### config.mk
export PLATFORM = sky130hd
export DESIGN_NAME = cpu_ctrl_fsm
export DESIGN_NICKNAME = d
export VERILOG_FILES = /design/src/rtl/cpu_ctrl_pkg.sv /design/src/rtl/cpu_ctrl_fsm_cond_check.sv /design/src/rtl/cpu_ctrl_fsm.sv
export SDC_FILE = /design/constraint.sdc
export NUM_CORES = 1
export LEC_CHECK = 0
export ABC_AREA = 1
export CAP_MARGIN = 40
export CORE_MARGIN = 2
export CORE_UTILIZATION = 36
export CTS_CLUSTER_SIZE = 14
export DETAILED_ROUTE_END_ITERATION = 6
export PLACE_DENSITY = 0.8
export SLEW_MARGIN = 20
export SYNTH_ARGS = -nofsm -noshare
export SYNTH_HDL_FRONTEND = slang
export SYNTH_HIERARCHICAL = 1
export SYNTH_SLANG_ARGS = --single-unit
### constraint.sdc
create_clock -name clk -period 1.3 [get_ports clk]
set_input_delay 0.195 -clock clk [delete_from_list [all_inputs] [get_ports clk]]
set_output_delay 0.195 -clock clk [all_outputs]
set_load 0.05 [all_outputs]
### src/rtl/cpu_ctrl_pkg.sv
// Shared encodings for the multi-cycle ARM control unit: states, instruction
// classes, condition codes, datapath select codes and small decode helpers.
package cpu_ctrl_pkg;

   typedef enum logic [2:0] {
      ST_INIT   = 3'd0,
      ST_FETCH  = 3'd1,
      ST_DECODE = 3'd2,
      ST_EXEC   = 3'd3,
      ST_WB     = 3'd4,
      ST_LINK   = 3'd5,
      ST_BRANCH = 3'd6
   } state_e;

   typedef enum logic [2:0] {
      CLS_DPI = 3'd0,
      CLS_DPR = 3'd1,
      CLS_DPM = 3'd2,
      CLS_BR  = 3'd3,
      CLS_UND = 3'd4
   } class_e;

   // ARM condition codes
   localparam logic [3:0] COND_EQ = 4'h0;
   localparam logic [3:0] COND_NE = 4'h1;
   localparam logic [3:0] COND_CS = 4'h2;
   localparam logic [3:0] COND_CC = 4'h3;
   localparam logic [3:0] COND_MI = 4'h4;
   localparam logic [3:0] COND_PL = 4'h5;
   localparam logic [3:0] COND_VS = 4'h6;
   localparam logic [3:0] COND_VC = 4'h7;
   localparam logic [3:0] COND_HI = 4'h8;
   localparam logic [3:0] COND_LS = 4'h9;
   localparam logic [3:0] COND_GE = 4'hA;
   localparam logic [3:0] COND_LT = 4'hB;
   localparam logic [3:0] COND_GT = 4'hC;
   localparam logic [3:0] COND_LE = 4'hD;
   localparam logic [3:0] COND_AL = 4'hE;
   localparam logic [3:0] COND_NV = 4'hF;

   localparam logic [3:0] ALU_OP_ADD = 4'b0100;

   localparam logic [1:0] PC_S_INC    = 2'b00;
   localparam logic [1:0] PC_S_BRANCH = 2'b01;

   localparam logic [1:0] RS_IMM_RS   = 2'b00;
   localparam logic [1:0] RS_IMM_SH5  = 2'b01;
   localparam logic [1:0] RS_IMM_ROT  = 2'b10;

   // Classify the instruction word; anything unrecognised runs as a NOP.
   function automatic class_e decode_class(input logic [31:0] instr);
      class_e cls;
      if (instr[27:25] == 3'b101) begin
         cls = CLS_BR;
      end else if (instr[27:26] != 2'b00) begin
         cls = CLS_UND;
      end else if (instr[25] == 1'b1) begin
         cls = CLS_DPM;
      end else if (instr[4] == 1'b0) begin
         cls = CLS_DPI;
      end else if (instr[7] == 1'b0) begin
         cls = CLS_DPR;
      end else begin
         cls = CLS_UND;
      end
      return cls;
   endfunction

   // TST/TEQ/CMP/CMN only set flags and never write a register.
   function automatic logic is_compare(input logic [3:0] op);
      return (op[3:2] == 2'b10);
   endfunction

endpackage

### src/rtl/cpu_ctrl_fsm_cond_check.sv
// Combinational ARM condition evaluator; the never code (1111) is false.
module cond_check
   import cpu_ctrl_pkg::*;
(
   input  logic [3:0] cond_i,
   input  logic [3:0] nzcv_i,
   output logic       pass_o
);

   logic n_s, z_s, c_s, v_s;
   assign {n_s, z_s, c_s, v_s} = nzcv_i;

   // Map each condition code onto its flag expression.
   always_comb begin
      pass_o = 1'b0;
      case (cond_i)
         COND_EQ: pass_o = z_s;
         COND_NE: pass_o = ~z_s;
         COND_CS: pass_o = c_s;
         COND_CC: pass_o = ~c_s;
         COND_MI: pass_o = n_s;
         COND_PL: pass_o = ~n_s;
         COND_VS: pass_o = v_s;
         COND_VC: pass_o = ~v_s;
         COND_HI: pass_o = c_s & ~z_s;
         COND_LS: pass_o = ~c_s | z_s;
         COND_GE: pass_o = (n_s == v_s);
         COND_LT: pass_o = (n_s != v_s);
         COND_GT: pass_o = ~z_s & (n_s == v_s);
         COND_LE: pass_o = z_s | (n_s != v_s);
         COND_AL: pass_o = 1'b1;
         COND_NV: pass_o = 1'b0;
         default: pass_o = 1'b0;
      endcase
   end

endmodule

### src/rtl/cpu_ctrl_fsm.sv
// Multi-cycle control FSM for the branch-capable ARM datapath. Outputs are a
// Moore decode of the state register and the (stable) instruction register.
module cpu_ctrl_fsm
   import cpu_ctrl_pkg::*;
#(
   parameter int CNT_W = 16
) (
   input  logic             clk,
   input  logic             rst,
   input  logic [31:0]      I,
   input  logic [3:0]       NZCV,
   output logic             Write_PC,
   output logic             Write_IR,
   output logic             Write_Reg,
   output logic             LA,
   output logic             LB,
   output logic             LC,
   output logic             LF,
   output logic             S,
   output logic             rm_imm_s,
   output logic [1:0]       rs_imm_s,
   output logic [3:0]       ALU_OP,
   output logic [2:0]       SHIFT_OP,
   output logic [1:0]       PC_s,
   output logic             rd_s,
   output logic             ALU_A_s,
   output logic             ALU_B_s,
   output logic [2:0]       state,
   output logic [CNT_W-1:0] inst_cnt
);

   state_e           state_q;
   logic [CNT_W-1:0] cnt_q;
   class_e           cls_s;
   logic             pass_s;
   logic             link_s;
   logic             unused_s;

   assign cls_s    = decode_class(I);
   assign link_s   = I[24];
   assign unused_s = ^{I[19:8], I[3:0]};

   cond_check u_cond (
      .cond_i (I[31:28]),
      .nzcv_i (NZCV),
      .pass_o (pass_s)
   );

   // State sequencing and retired-instruction counting.
   always_ff @(posedge clk) begin
      if (rst) begin
         state_q <= ST_INIT;
         cnt_q   <= '0;
      end else begin
         case (state_q)
            ST_INIT:   state_q <= ST_FETCH;
            ST_FETCH:  state_q <= ST_DECODE;
            ST_DECODE: begin
               if (!pass_s || (cls_s == CLS_UND)) begin
                  state_q <= ST_FETCH;
               end else begin
                  cnt_q <= cnt_q + {{(CNT_W-1){1'b0}}, 1'b1};
                  if (cls_s == CLS_BR) begin
                     state_q <= link_s ? ST_LINK : ST_BRANCH;
                  end else begin
                     state_q <= ST_EXEC;
                  end
               end
            end
            ST_EXEC:   state_q <= is_compare(I[24:21]) ? ST_FETCH : ST_WB;
            ST_WB:     state_q <= ST_FETCH;
            ST_LINK:   state_q <= ST_BRANCH;
            ST_BRANCH: state_q <= ST_FETCH;
            default:   state_q <= ST_INIT;
         endcase
      end
   end

   // Per-state control strobes and selects; anything not driven stays 0.
   always_comb begin
      Write_PC  = 1'b0;
      Write_IR  = 1'b0;
      Write_Reg = 1'b0;
      LA        = 1'b0;
      LB        = 1'b0;
      LC        = 1'b0;
      LF        = 1'b0;
      S         = 1'b0;
      rm_imm_s  = 1'b0;
      rs_imm_s  = RS_IMM_RS;
      ALU_OP    = 4'b0000;
      SHIFT_OP  = 3'b000;
      PC_s      = PC_S_INC;
      rd_s      = 1'b0;
      ALU_A_s   = 1'b0;
      ALU_B_s   = 1'b0;
      case (state_q)
         ST_FETCH: begin
            Write_IR = 1'b1;
            Write_PC = 1'b1;
            PC_s     = PC_S_INC;
         end
         ST_DECODE: begin
            LA = 1'b1;
            LB = 1'b1;
            LC = 1'b1;
         end
         ST_EXEC: begin
            LF     = 1'b1;
            ALU_OP = I[24:21];
            S      = I[20] | is_compare(I[24:21]);
            case (cls_s)
               CLS_DPI: begin
                  rs_imm_s = RS_IMM_SH5;
                  SHIFT_OP = {I[6:5], 1'b0};
               end
               CLS_DPR: begin
                  rs_imm_s = RS_IMM_RS;
                  SHIFT_OP = {I[6:5], 1'b1};
               end
               CLS_DPM: begin
                  rm_imm_s = 1'b1;
                  rs_imm_s = RS_IMM_ROT;
                  SHIFT_OP = 3'b111;
               end
               default: begin
                  rs_imm_s = RS_IMM_RS;
                  SHIFT_OP = 3'b000;
               end
            endcase
         end
         ST_WB: begin
            Write_Reg = 1'b1;
            rd_s      = 1'b0;
         end
         ST_LINK: begin
            LF      = 1'b1;
            ALU_A_s = 1'b1;
            ALU_B_s = 1'b1;
            ALU_OP  = ALU_OP_ADD;
            S       = 1'b0;
         end
         ST_BRANCH: begin
            Write_PC = 1'b1;
            PC_s     = PC_S_BRANCH;
            if (link_s) begin
               Write_Reg = 1'b1;
               rd_s      = 1'b1;
            end else begin
               Write_Reg = 1'b0;
               rd_s      = 1'b0;
            end
         end
         default: begin
            Write_PC = 1'b0;
         end
      endcase
   end

   assign state    = state_q;
   assign inst_cnt = cnt_q;

endmodule

==> metrics.md, run 1 <==
| Metric | Value |
|---|---|
| Status | complete, but fails checks |
| Violations in the final reports | setup timing |
| CP Capture Type | flop |
| Hold Crit Class | reg2reg |
| Skew-Pair Late Insertion Delay | 0.27 ns |
| Final Util | 0.871 |
| Crit path to | inst_cnt[6] |
| Worst VDD drop | 0.662 mV |
| Max_cap viols | 0 |
| Power density cells | 465 nW/um^2 |
| CTS Root Cell | clkbuf_8 |
| Mapped Area | 1570 um^2 |
| CTS max path bufs | 2 |
| Initial DRC Count | 225 |
| IO Port Bufs | 62 |
| CP startpoint | NZCV[0] |
| Crit share post-route | 1.27 |
| Grt ovf | 0 |
| WHS | 0.544 ns |
| GRT Total Usage | 0.289 |
| Final min period | 1.65 ns |
| Worst-path maximum fanout | 5 |
| Die ar. | 4910 um^2 |
| Layout cells sized above 1 | 0.655 |
| CTS tree | yes |
| Area growth from synthesis to layout | 136% |
| Hold Vio Cnt, Final | 0 |
| Die H | 70.1 um |
| Post-DP HPWL | 3970 um |
| Site Rows | 24 |
| RSZ-0062 raised after global routing | true |
| Final worst slack | -0.354 ns |
| R2R depth | 10 |
| CTS clock-pin slew for the worst setup and hold paths | 0.08 ns |
| Synth top area share | 0.242 |
| Synth cell types | 27 |
| Syn Area/Cell | 5.98 um^2 |
| Fin Clk Skew | 0.00270 ns |
| CP arrival | 1.81 ns |
| RR Endpoint | inst_cnt[6] |
| Wire length per cell | 21.0 um |
| First-pass GRT wire length | 11400 um |
| Final net count | 423 |
| GPL Wtd Cong | 0.939 |
| Synthesized Nets | 302 |
| Commonest non-fill, non-tap cell in the layout | nand2_1 |
| Critical path class | in2reg |
| Starting Density | 0.369 |
| Sink Count | 19 |
| Crit start category | input pin |
| Drc violations | 0 |
| Htree depth | 1 |
| # fillers | 175 |
| RR Startpoint | state[2] |
| Synth area leaders | dfxtp_1, nand2_1, inv_1 |
| CTS Buf Count | 3 |
| # IOs | 80 |
| # diodes | 0 |
| Via density | 5.79 |
| Max-slew violation count | 0 |
| Max Clock Freq | 605 MHz |
| DIE WIDTH | 70.1 um |
| Total wire length | 9150 um |
| Via count | 2520 |
| Vias in the first global route | 2432 |
| Relative slew slack | 0.651 |
| Core Region | 4260 um^2 |
| Synth area leader | dfxtp_1 |
| Initial antenna violation count | 0 |
| Post-synthesis sequential area ratio | 0.242 |
| Warnings from Yosys | 6 |
| Worst R2R Setup Slack | -0.26 ns |
| Largest net degree at the start of global routing | 14 |
| Register bit count reported by yosys | 19 |
| Commonest non-fill, non-tap cells in the layout | nand2_1, buf_12, buf_4 |
| Antenna Nets Post-Route | 0 |
| Least-Margin Pin Slew | 0.520 ns |
| Final Setup Violations | 41 |
| Setup TNS | -8.61 ns |
| 1st-pass router iterations | 5 |
| CP Data Required Time | 1.45 ns |
| Post-Synthesis Cells | 263 |
| Leakage | 1.58 nW |
[sequential cells by signal, indices dropped and copies added (netlist names)]
register,cells
inst_cnt,16
state,3
[power by group]
group          total (W)  internal [W]  switching [W]
combinational   0.000688      0.000303       0.000385
sequential      0.000592      0.000577      0.0000146
clock           0.000448      0.000219       0.000229
[worst min path at each step]
stage	slack, ns	depth (start not counted)	start	to
after detailed placement	0.51	2	inst_cnt[2]	inst_cnt[2]
after global routing	0.56	2	inst_cnt[2]	inst_cnt[2]
after CTS	0.52	2	inst_cnt[2]	inst_cnt[2]
after floorplan	0.25	1	rst	state[2]
after global placement	0.50	2	inst_cnt[2]	inst_cnt[2]
final	0.54	2	inst_cnt[2]	inst_cnt[2]
[per-layer routing]
metal	GRT usage	part of all wire	up-vias
li1	-	-	1069
met1	0.304	0.34	1149
met2	0.543	0.50	224
met3	0.0693	0.084	78
met4	0.124	0.069	0
met5	0	0	-
[metrics by stage]
stage | setup slack (ns) | area, um^2 | instances | total power [W]
2_1_floorplan | -0.184 | 1710 | 263 | 0.000861
3_3_place_gp | -0.722 | 3020 | 407 | 0.00111
3_5_place_dp | -0.839 | 3020 | 407 | 0.00112
4_1_cts | -0.207 | 3380 | 427 | 0.00161
5_1_grt | -0.434 | 3710 | 435 | 0.00176
6_report | -0.354 | 3710 | 435 | 0.00173
[logic make-up after synthesis]
logic type | after synthesis | share of synthesized area
AOI/OAI and AO/OA | 37 | 0.150
xor gates and xnor gates | 4 | 0.0223
adders and majority gates | 1 | 0.00796
buffers and inverters | 46 | 0.131
DFF | 19 | 0.242
other | 1 | 0.00239
and+or+nand+nor | 155 | 0.443
[layout make-up]
type,count,area [um^2],area share
Timing Repair Buffer,123,1580,0.425
Timing Repair inverter,1,16.3,0.00438
Multi-Input combinational cell,198,1420,0.382
Sequential cell,19,413,0.111
Clock buffer,4,45.0,0.0121
Tap cell,52,65.1,0.0175
Inverter,38,175,0.0472
[critical path, stage by stage]
cell and delay (ns):
buf_4 0.14, inv_4 0.04, nand2_2 0.07, nand2_2 0.07
o21ai_1 0.20, nand2_1 0.14, nand3_2 0.10, nand2_1 0.06
nand3_2 0.10, nand3_4 0.14, buf_6 0.17, nor2_4 0.13
nand2_1 0.08, nand2_1 0.09, nor2_1 0.08
[repair_timing]
action / CTS / global route
pin swaps: 33 / 44
endpoints found under the setup margin: 41 / 41
buffers inserted: 15 / 11
hold buffers: 0 / 0
gates resized for setup: 102 / 75
cloned: 2 / 0
[synth_stat cells]
master / number
buf_2: 1
ha_1: 1
xnor2_1: 3
a21oi_2: 11
nand2_2: 9
inv_2: 5
nor2_2: 8
nand3_1: 20
a21oi_1: 10
a211oi_1: 2
nor2_1: 28
inv_1: 32
buf_12: 1
buf_4: 4
clkinv_2: 1
xor2_1: 1
o211ai_1: 2
nand3_4: 1
o21ai_1: 2
nand2_1: 81
conb_1: 1
nand4_1: 5
nand3_2: 1
nor2_4: 2
dfxtp_1: 19
clkbuf_1: 2
o21ai_0: 10
Power figures use the tool's default switching activity.
==> run 2: changes to the inputs <==
- PLACE_DENSITY: 0.8 -> default
- PLACE_DENSITY_LB_ADDON: default -> 0.25
==> metrics.md, run 2 (synthesis results as in run 1) <==
| Metric | Value |
|---|---|
| Status | complete, but fails checks |
| Core Region | 4260 um^2 |
| Critical path class | in2reg |
| # IOs | 80 |
| CTS max path bufs | 2 |
| Total wire length | 6420 um |
| Antenna Nets Post-Route | 0 |
| Violations in the final reports | setup timing |
| Commonest non-fill, non-tap cell in the layout | nand2_1 |
| Final min period | 1.54 ns |
| Fin Clk Skew | 0.00592 ns |
| GPL Wtd Cong | 0.908 |
| Die ar. | 4910 um^2 |
| Final Setup Violations | 41 |
| Post-DP HPWL | 3950 um |
| Combinational power share | 0.370 |
| Tot Pwr | 0.00161 W |
| Via density | 5.23 |
| Pre-CTS setup slack | -0.838 ns |
| CTS Buf Count | 3 |
| Commonest non-fill, non-tap cells in the layout | nand2_1, buf_4, buf_12 |
| Final Cell Area | 3500 um^2 |
| Die H | 70.1 um |
| Htree depth | 1 |
| Largest net degree at the start of global routing | 17 |
| CTS tree | yes |
| IO Port Bufs | 62 |
| Crit share post-route | 1.19 |
| Power density cells | 460 nW/um^2 |
| Worst-path maximum fanout | 5 |
| Layout cells sized above 1 | 0.630 |
| CP Data Required Time | 1.47 ns |
| Max-slew violation count | 0 |
| Site Rows | 24 |
| # diodes | 0 |
| Via count | 2250 |
| 1st-pass router iterations | 4 |
| Clk pwr share | 0.265 |
| GRT Total Usage | 0.218 |
| Vias in the first global route | 2029 |
| Sink Count | 19 |
| Final net count | 418 |
| Hold Crit Class | in2reg |
| First-pass GRT wire length | 8840 um |
| CTS clock-pin slew for the worst setup and hold paths | 0.08 ns |
| Max reg flops | 16 |
| Cell internal pwr | 0.00106 W |
| Crit start category | input pin |
| Switching part of the total | 0.339 |
| Starting Density | 0.369 |
| CP arrival | 1.71 ns |
| Max_cap viols | 0 |
| Initial DRC Count | 141 |
| Drc violations | 0 |
| Initial antenna violation count | 0 |
| Skew-Pair Late Insertion Delay | 0.27 ns |
| Grt ovf | 0 |
| Area growth from synthesis to layout | 123% |
| CTS Root Cell | clkbuf_8 |
| Net Sw Power | 0.000545 W |
| RSZ-0062 raised after global routing | true |
| DIE WIDTH | 70.1 um |
| Hold Vio Cnt, Final | 0 |
| Leakage | 1.42 nW |
| Final worst slack | -0.243 ns |
| Max Clock Freq | 648 MHz |
| CP Capture Type | flop |
| Wire length per cell | 14.9 um |
| Cell Area, Placed | 3050 um^2 |
| Worst VDD drop | 0.743 mV |
| Sequential share of power | 0.365 |
-- run 2: cell type report --
type	instances	area [um^2]
repair buffers	118	1490
multi-input cells	198	1300
fillers	227	763
flip-flops and latches	19	419
inverters	38	164
well taps	52	65.1
clock buffers	3	41.3
repair inverters	1	16.3
clock inverters	1	5.00
-- run 2: power groups by stage --
stage / logic (W) / clock network, W / registers (W)
after detailed placement: 0.000515 / 0 / 0.000608
after CTS: 0.000544 / 0.000429 / 0.000593
final: 0.000595 / 0.000426 / 0.000588
after global placement: 0.000507 / 0 / 0.000608
after floorplan: 0.000233 / 0 / 0.000627
after global routing: 0.000621 / 0.000470 / 0.000589
-- run 2: routing by layer --
metal	share of wire	up-vias	GRT usage	routed length, um
li1	-	1055	-	-
met3	0.066	43	0.0332	424
met2	0.50	121	0.405	3230
met5	0	-	0	0
met1	0.39	1031	0.268	2500
met4	0.042	0	0.0385	267
-- run 2: path summary, 6_finish.rpt --
check	from	to	slack, ns	cells past startpoint
worst max-delay path	I[28]	inst_cnt[10]	-0.24	13
worst max register to register	state[2]	inst_cnt[10]	-0.19	10
worst min-delay path	I[26]	state[2]	0.40	5
worst min register to register	inst_cnt[11]	inst_cnt[11]	0.51	2
-- run 2: what timing repair did --
item / in CTS / in global routing
gates resized for setup: 66 / 82
hold buffers: 0 / 0
cloned: 0 / 2
setup endpoints to repair: 41 / 41
buffers inserted: 8 / 6
pin swaps: 17 / 39
-- run 2: per-stage QoR --
stage          utilization  setup TNS (ns)  hold slack (ns)  std cells
2_1_floorplan            -           -4.58            0.254        263
3_3_place_gp         0.714          -15.57            0.495        410
3_5_place_dp         0.714          -17.14            0.503        410
4_1_cts              0.754           -3.43            0.507        422
5_1_grt              0.821           -7.83            0.412        430
6_report             0.821           -6.10            0.398        430
-- run 2: critical path, cell delays in order --
cell and delay [ns]:
buf_6 0.10, inv_4 0.05, o21ai_0 0.26, o211ai_1 0.14, nand3_1 0.14, nor2_2 0.06
nand3_2 0.10, nand3_4 0.16, buf_6 0.19, nor2_4 0.12, nand3_2 0.09, nand2_2 0.07
nor2_2 0.04
